===== src/rtl/axi_rd_burst_arbiter.sv =====
// Round-robin read-channel arbiter: one AXI4 read transaction per grant,
// tracked from the AR handshake to the final R beat using the captured ARLEN.
// Also flags RLAST/length mismatches and force-releases a stalled owner.
module axi_rd_burst_arbiter #(
    parameter int N_MST   = 4,
    parameter int LEN_W   = 8,
    parameter int TIMEOUT = 1024
) (
    input  logic             ACLK,
    input  logic             ARESETn,
    input  logic [N_MST-1:0] m_arvalid,
    input  logic             s_arready,
    input  logic [LEN_W-1:0] s_arlen,
    input  logic             s_rvalid,
    input  logic             s_rready,
    input  logic             s_rlast,
    output logic [N_MST-1:0] rgrnt,
    output logic             busy,
    output logic             len_err,
    output logic             timeout
);

    localparam int IDX_W = (N_MST > 1) ? $clog2(N_MST) : 1;
    localparam int WD_W  = (TIMEOUT > 1) ? $clog2(TIMEOUT) : 1;
    localparam logic [WD_W-1:0]  WD_LAST    = WD_W'(TIMEOUT - 1);
    localparam logic [IDX_W-1:0] OWNER_INIT = IDX_W'(N_MST - 1);

    typedef enum logic [1:0] {
        IDLE = 2'd0,
        ADDR = 2'd1,
        DATA = 2'd2
    } state_t;

    state_t             state_q, state_d;
    logic [N_MST-1:0]   grant_q, grant_d;
    logic [IDX_W-1:0]   owner_q, owner_d;
    logic [IDX_W-1:0]   last_owner_q, last_owner_d;
    logic [LEN_W-1:0]   beat_cnt_q, beat_cnt_d;
    logic [WD_W-1:0]    wdog_q, wdog_d;
    logic               len_err_q, len_err_d;
    logic               timeout_q, timeout_d;

    logic [IDX_W-1:0]   pick_idx;
    logic               pick_vld;
    logic               ar_hs;
    logic               r_beat;
    logic               wd_expired;
    logic               burst_end;
    logic               do_release;

    // Master index offset+1 places after base, wrapped into 0..N_MST-1.
    function automatic logic [IDX_W-1:0] rr_index(input logic [IDX_W-1:0] base,
                                                  input int offset);
        int sum;
        sum = int'(base) + 1 + offset;
        if (sum >= N_MST) begin
            sum = sum - N_MST;
        end
        return IDX_W'(sum);
    endfunction

    assign ar_hs      = m_arvalid[owner_q] & s_arready;
    assign r_beat     = s_rvalid & s_rready;
    assign wd_expired = (wdog_q == WD_LAST);
    assign burst_end  = (beat_cnt_q == '0) | s_rlast;

    // Round-robin search: first requester starting just after the last owner.
    always_comb begin
        pick_idx = '0;
        pick_vld = 1'b0;
        for (int i = 0; i < N_MST; i++) begin
            if (!pick_vld && m_arvalid[rr_index(last_owner_q, i)]) begin
                pick_vld = 1'b1;
                pick_idx = rr_index(last_owner_q, i);
            end
        end
    end

    // Next-state logic: grant in IDLE, AR handshake in ADDR, beat counting and watchdog in DATA.
    always_comb begin
        state_d      = state_q;
        grant_d      = grant_q;
        owner_d      = owner_q;
        last_owner_d = last_owner_q;
        beat_cnt_d   = beat_cnt_q;
        wdog_d       = wdog_q;
        len_err_d    = 1'b0;
        timeout_d    = 1'b0;
        do_release   = 1'b0;

        case (state_q)
            IDLE: begin
                wdog_d = '0;
                if (pick_vld) begin
                    state_d = ADDR;
                    owner_d = pick_idx;
                    grant_d = N_MST'(1) << pick_idx;
                end
            end
            ADDR: begin
                if (ar_hs) begin
                    beat_cnt_d = s_arlen;
                    wdog_d     = '0;
                    state_d    = DATA;
                end else if (wd_expired) begin
                    do_release = 1'b1;
                    timeout_d  = 1'b1;
                end else begin
                    wdog_d = wdog_q + WD_W'(1);
                end
            end
            DATA: begin
                if (r_beat) begin
                    wdog_d = '0;
                    if (burst_end) begin
                        do_release = 1'b1;
                        len_err_d  = s_rlast ^ (beat_cnt_q == '0);
                    end else begin
                        beat_cnt_d = beat_cnt_q - LEN_W'(1);
                    end
                end else if (wd_expired) begin
                    do_release = 1'b1;
                    timeout_d  = 1'b1;
                end else begin
                    wdog_d = wdog_q + WD_W'(1);
                end
            end
            default: begin
                state_d = IDLE;
                grant_d = '0;
            end
        endcase

        if (do_release) begin
            state_d      = IDLE;
            grant_d      = '0;
            last_owner_d = owner_q;
            beat_cnt_d   = '0;
            wdog_d       = '0;
        end
    end

    // State and output registers; reset drops any grant immediately.
    always_ff @(posedge ACLK or negedge ARESETn) begin
        if (!ARESETn) begin
            state_q      <= IDLE;
            grant_q      <= '0;
            owner_q      <= '0;
            last_owner_q <= OWNER_INIT;
            beat_cnt_q   <= '0;
            wdog_q       <= '0;
            len_err_q    <= 1'b0;
            timeout_q    <= 1'b0;
        end else begin
            state_q      <= state_d;
            grant_q      <= grant_d;
            owner_q      <= owner_d;
            last_owner_q <= last_owner_d;
            beat_cnt_q   <= beat_cnt_d;
            wdog_q       <= wdog_d;
            len_err_q    <= len_err_d;
            timeout_q    <= timeout_d;
        end
    end

    assign rgrnt   = grant_q;
    assign busy    = (state_q != IDLE);
    assign len_err = len_err_q;
    assign timeout = timeout_q;

endmodule

===== config.mk =====
export PLATFORM = sky130hd
export DESIGN_NAME = axi_rd_burst_arbiter
export DESIGN_NICKNAME = d
export VERILOG_FILES = /design/src/rtl/axi_rd_burst_arbiter.sv
export SDC_FILE = /design/constraint.sdc
export NUM_CORES = 1
export LEC_CHECK = 0
export BUFFER_PORTS_ARGS = -buffer_cell sky130_fd_sc_hd__buf_4
export CORE_MARGIN = 1.5
export CORE_UTILIZATION = 55
export DETAILED_ROUTE_END_ITERATION = 10
export GPL_ROUTABILITY_DRIVEN = 1
export HOLD_SLACK_MARGIN = 0.12
export PLACE_DENSITY_LB_ADDON = 0.05
export SLEW_MARGIN = 20
export SYNTH_ARGS = -nofsm -noshare
export SYNTH_HDL_FRONTEND = slang
export SYNTH_SLANG_ARGS = --single-unit

===== constraint.sdc =====
create_clock -name ACLK -period 6.3 [get_ports ACLK]
set_clock_uncertainty 0.15 [all_clocks]
set_input_delay 0.315 -clock ACLK [delete_from_list [all_inputs] [get_ports ACLK]]
set_output_delay 0.315 -clock ACLK [all_outputs]
set_load 0.1 [all_outputs]

# Yosys cells after proc, flatten, opt, wreduce, memory -nomap -nowiden
# Cells that the tools add are included.
[op_classes]
n_reduce_logical = 16
addsub = 10
shifts = 1
eq_ne = 9
mux = 49
magnitude_cmp = 9
bitwise_logic = 4
[ops]
columns = ["operator", "count"]
rows = [
  ["two-way mux 10 bit", 4],
  ["two-way mux 8 bit", 4],
  ["case mux 10 bit (3 select lines)", 1],
  ["two-way mux 2 bit", 11],
  ["two-way mux 1 bit", 17],
  ["case mux 8 bit (2 select lines)", 1],
  ["less-than comparator 2 x 3 -> 1 bit, second input constant", 5],
  ["greater-or-equal comparator 4 x 3 -> 1 bit, second input constant", 3],
  ["inequality test 3 bit, second input constant", 4],
  ["adder 10 x 1 -> 10 bit, second input constant", 1],
  ["binary-select mux 1 bit (select 2 bit)", 5],
  ["equality test 10 bit, second input constant", 1],
  ["adder 3 x 2 -> 4 bit, second input constant", 2],
  ["zero test 8 bit", 1],
  ["two-way mux 4 bit", 2],
  ["case mux 4 bit (2 select lines)", 1],
  ["subtractor 2 x 1 -> 2 bit, second input constant", 4],
  ["subtractor 8 x 1 -> 8 bit, second input constant", 1],
  ["case mux 2 bit (3 select lines)", 1],
  ["adder 3 x 1 -> 4 bit, second input constant", 1],
  ["case mux 1 bit (2 select lines)", 2],
  ["AND reduction 2 bit", 2],
  ["AND reduction 4 bit", 1],
  ["nonzero test 4 bit", 1],
  ["other kinds (17)", 22],
]
[totals]
wordCells = 106
out_inout_bits = 7
ff_bits = 30
in_bits = 18

# Logic depth before layout (Yosys ltp)
[logic_depth]
word_depth = 19
depth_mapped = 11
mapped_depth_nobuf = 10

# Worst setup path after synthesis
# OpenSTA, ideal clock, no wires.
[synth_timing]
kind = "register to register"
from = "register beat_cnt_q[0]"
to = "register state_q[0]"
t_required_ns = 6.025
path_slack_ns = 2.972
synth_period_minus_slack_ns = 3.328
stages_incl_launch_ff = 11
setup_ns = 0.125
arrival_ns = 3.053
n_path_buf = 1
path_cell_list = "dfrtp_1 > inv_1 > ha_1 > or4b_2 > or4_1 > ha_1 > or3_1 > a221o_1 > buf_6 > nand2_1 > mux2_2"
[synth_via]
elab_chain_cells = 7
word_cells_on_any_way = 10
cone_classes = "eq/ne (3); mux (4); bitwise (1); reduce/logical (2)"
[synth_lines]
columns = ["item", "line", "text"]
rows = [
  ["start: declaration", "38", "logic [LEN_W-1:0] beat_cnt_q, beat_cnt_d;"],
  ["start signal: assignment", "159", "beat_cnt_q <= beat_cnt_d;"],
  ["zero test 8 bit (*)", "65", "assign burst_end = (beat_cnt_q == '0) | s_rlast;"],
  ["OR 1 bit (*)", "65", ""],
  ["two-way mux 1 bit (*)", "115", "if (burst_end) begin"],
  ["two-way mux 1 bit (*)", "113", "if (r_beat) begin"],
  ["case mux 1 bit (2 select lines) (*)", "91", "case (state_q)"],
  ["inequality test 3 bit (no source line) / inequality test 2 bit (equally long branches)", "n/a", ""],
  ["AND reduction 3 bit (no source line)", "n/a", ""],
  ["end signal: assignment", "155", "state_q <= state_d;"],
  ["end: declaration", "34", "state_t state_q, state_d;"],
]
# Mark *: on every way between the ends. The rest lies on a longest branch, timed or not.
# A chain may end at the register's enable or synchronous reset.

# Worst setup path in the final report
[layout_timing]
from = "register beat_cnt_q[0]"
to = "register beat_cnt_q[4]"
[layout_via]
elab_chain_cells = 7
word_cells_on_any_way = 15
cone_classes = "add/sub (1); eq/ne (3); mux (7); bitwise (1); reduce/logical (3)"
[layout_lines]
columns = ["item"]
rows = [
  ["branches (longest 7 deep; another with subtractor 8 x 1 -> 8 bit)"],
]
# Parallel ways; which one is timed is not known. The select of a mux whose other input is x is not followed.

==> run summary <==
Unrepaired setup endpoints after global routing: false
Number of synthesized register bits: 30
Final min period: 3.63 ns
ANT nets after route: 0
Final setup viols: 0
Max incr delay on CP: 0.64 ns
PostCTS Resize Cnt: 0
Final hold violation count: 0
Nets: 252
Htree depth: 2
Total CTS buffers: 5
Reg2reg setup slack: 2.67 ns
R2R cell count: 9
Drt total wl: 4050 um
Buffers inserted by post-CTS timing repair: 0
Vias per cell: 5.92
Post-Syn Area: 1850 um2
Commonest non-fill, non-tap cell in the layout: dfrtp_1
Min-Delay Path Depth: 3
Most used cell, CP: ha_1
P_leak: 0.962 nW
All-Layer GR Usage: 0.255
Worst hold path type: in2reg
Root Buffer: clkbuf_4
Compound-Gate Fraction of Synth Area: 0.188
Setup CP Type: reg2reg
Synth cell types: 46
Post-Synthesis Net Count: 227
Most frequent cells in the layout: 28 x dfrtp_1, 24 x buf_4
Post-synth EDFFs: 0
Worst EP required: 6.37 ns
Pre-antenna DRT Iters: 4
Worst slew pin tran: 0.645 ns
Share of synthesized registers carrying an async set or reset: 1.00
Core area: 3130 um2
DP HPWL: 3030 um
Synthesis Warnings: 0
Final Cycle Share: 0.576
Die X: 61.0 um
ANT cells: 0
Setup TNS: 0 ns
CP Data Arrival Time: 3.70 ns
Total Die Area: 3730 um2
Share of cells above drive strength 1: 0.195
CP max FO: 9
Wire length per cell: 15.0 um
Crit Reg-Reg Startpoint: beat_cnt_q[0]$_DFFE_PN0P_
CP Capture Type: flip-flop
Syn_area_per_cell: 9.27 um2
Antenna violations before repair: 0
# IOs: 25
Fmax achieved: 276 MHz
Worst-Skew Late Latency: 0.33 ns
Slowest CP cell: or4b_2
Reg clk slew, reported paths: 0.09 ns
Worst Hold Path EP: beat_cnt_q[6]$_DFFE_PN0P_
CTS Hold Bufs: 1
Final instance area: 2120 um2
Grt ovf: 0
P&R area growth vs syn: 14.2%
Register area share after synthesis: 0.406
Synth Instances: 200
Synth Area in XOR/XNOR: 0.0189
Iter 0 DRT Violations: 111
Gpl congestion: 0.837
Hold path start: s_arlen[6]
CTS Sinks: 30
Worst slew margin: 0.570
Port Buf Inserts: 24
Max-slew violations: 0
Power Density: 443 nW/um2
Largest net degree at the start of global routing: 31
Worst vdd ir: 0.000235 V
Combinational family with the most area after synthesis: simple AND/OR/NAND/NOR gates
Reg-to-Reg End: beat_cnt_q[4]$_DFFE_PN0P_
Via count: 1,599
Status: finished, final reports clean
Number of global-route vias before repair: 1,584
Max-cap violations: 0
Drt drc: 0
Clk buf depth: 2
Number of placement rows: 20
Post-Synth Adder-Cell Area: 0.0608
First-pass GRT wire length: 7040 um
CTS tree: built
Ys flop type: dfrtp_1
Startpoint Class: flip-flop
Placed Area: 2050 um2
Post-Synth Simple-Gate Area: 0.217
Initial core utilization: 0.592
CP Cell Sequence: inv_1, ha_1, or4b_2, or4_1, ha_1, or3_1, a221o_1, and2_4, a22o_1
Die height: 61.0 um
Post-synthesis mux area share: 0.0560
==> cell families (layout without fill, tap and decap cells) <==
group                    count (synthesis)  after routing
AND/OR/NAND/NOR                         75             75
buffers and inverters                   22             48
flip-flops                              30             30
XOR/XNOR                                 4              4
adder cells (fa/ha/maj)                  9              9
multiplexers                            10             10
AO/OA/AOI/OAI                           50             50
==> final cells by class <==
cell class,count,area (um2)
repair buffers,25,190
well taps,44,55.1
flip-flops and latches,30,753
clock buffers,7,55.1
inverters,15,56.3
multi-input cells,148,1000
fillers,274,1010
clock inverters,1,5.00
==> how the worst max path moves through the flow <==
stage / startpoint / endpoint / cells past startpoint
4_1_cts: beat_cnt_q[0]$_DFFE_PN0P_ / beat_cnt_q[4]$_DFFE_PN0P_ / 9
5_1_grt: beat_cnt_q[0]$_DFFE_PN0P_ / beat_cnt_q[4]$_DFFE_PN0P_ / 9
3_3_place_gp: beat_cnt_q[0]$_DFFE_PN0P_ / beat_cnt_q[4]$_DFFE_PN0P_ / 9
6_report: beat_cnt_q[0]$_DFFE_PN0P_ / beat_cnt_q[4]$_DFFE_PN0P_ / 9
3_5_place_dp: beat_cnt_q[0]$_DFFE_PN0P_ / beat_cnt_q[4]$_DFFE_PN0P_ / 9
2_1_floorplan: beat_cnt_q[0]$_DFFE_PN0P_ / state_q[0]$_DFFE_PN0P_ / 10
==> per-stage QoR <==
stage / std cells / hold WS, ns / worst slack (ns) / utilization / total power [W]
after floorplan: 200 / -0.131 / 2.97 / - / 0.000696
after global placement: 261 / 0.105 / 2.84 / 0.654 / 0.000792
after detailed placement: 261 / 0.110 / 2.72 / 0.654 / 0.000815
after CTS: 270 / 0.132 / 2.68 / 0.676 / 0.000939
after global routing: 270 / 0.135 / 2.52 / 0.676 / 0.00102
final: 270 / 0.137 / 2.67 / 0.676 / 0.000938
==> sequential cells by signal, indices dropped and copies added (netlist names) <==
| signal | cells |
|---|---|
| owner_q | 2 |
| rgrnt | 4 |
| beat_cnt_q | 8 |
| timeout | 1 |
| state_q | 2 |
| len_err | 1 |
| wdog_q | 10 |
| last_owner_q | 2 |
==> synthesized netlist by cell type (2+ instances only) <==
| library cell | instances | share of area |
|---|---|---|
| a211oi_1 | 2 | 0.0081 |
| a21oi_1 | 8 | 0.022 |
| a22o_1 | 7 | 0.033 |
| buf_6 | 2 | 0.012 |
| clkbuf_1 | 4 | 0.0081 |
| dfrtp_1 | 28 | 0.38 |
| dfstp_2 | 2 | 0.028 |
| ha_1 | 9 | 0.061 |
| inv_1 | 15 | 0.030 |
| mux2_2 | 3 | 0.018 |
| mux2i_1 | 7 | 0.038 |
| nand2_1 | 15 | 0.030 |
| nand2b_1 | 4 | 0.014 |
| nand3_1 | 15 | 0.041 |
| nand4_1 | 4 | 0.014 |
| nor2_1 | 15 | 0.030 |
| nor2b_1 | 2 | 0.0068 |
| nor3_1 | 7 | 0.019 |
| nor4_1 | 2 | 0.0068 |
| o21a_1 | 3 | 0.012 |
| o21ai_0 | 11 | 0.030 |
| o22ai_1 | 2 | 0.0068 |
| o2bb2ai_1 | 5 | 0.024 |
| o311ai_0 | 2 | 0.0095 |
| or4_1 | 3 | 0.012 |
| xor2_1 | 3 | 0.014 |
==> layer usage <==
layer,vias to the layer above,GRT usage,routed length (um)
met2,35,0.438,2050
met3,9,0.0735,141
met1,775,0.311,1780
met4,0,0.0745,73
met5,-,0,0
li1,780,-,-
==> critical path: cells and delay by family, from the launching register on <==
| family | cells | cell delay [ns] |
|---|---|---|
| simple gates | 4 | 1.72 |
| buf+inv | 1 | 0.09 |
| compound gates | 2 | 0.69 |
| flops | 1 | 0.42 |
| fa+ha+maj | 2 | 0.45 |
==> power by group <==
group / internal [W] / switching (W)
combinational: 0.000182 / 0.000327
sequential: 0.000250 / 0.0000584
clock: 0.0000540 / 0.0000666
Power figures use the tool's default switching activity.
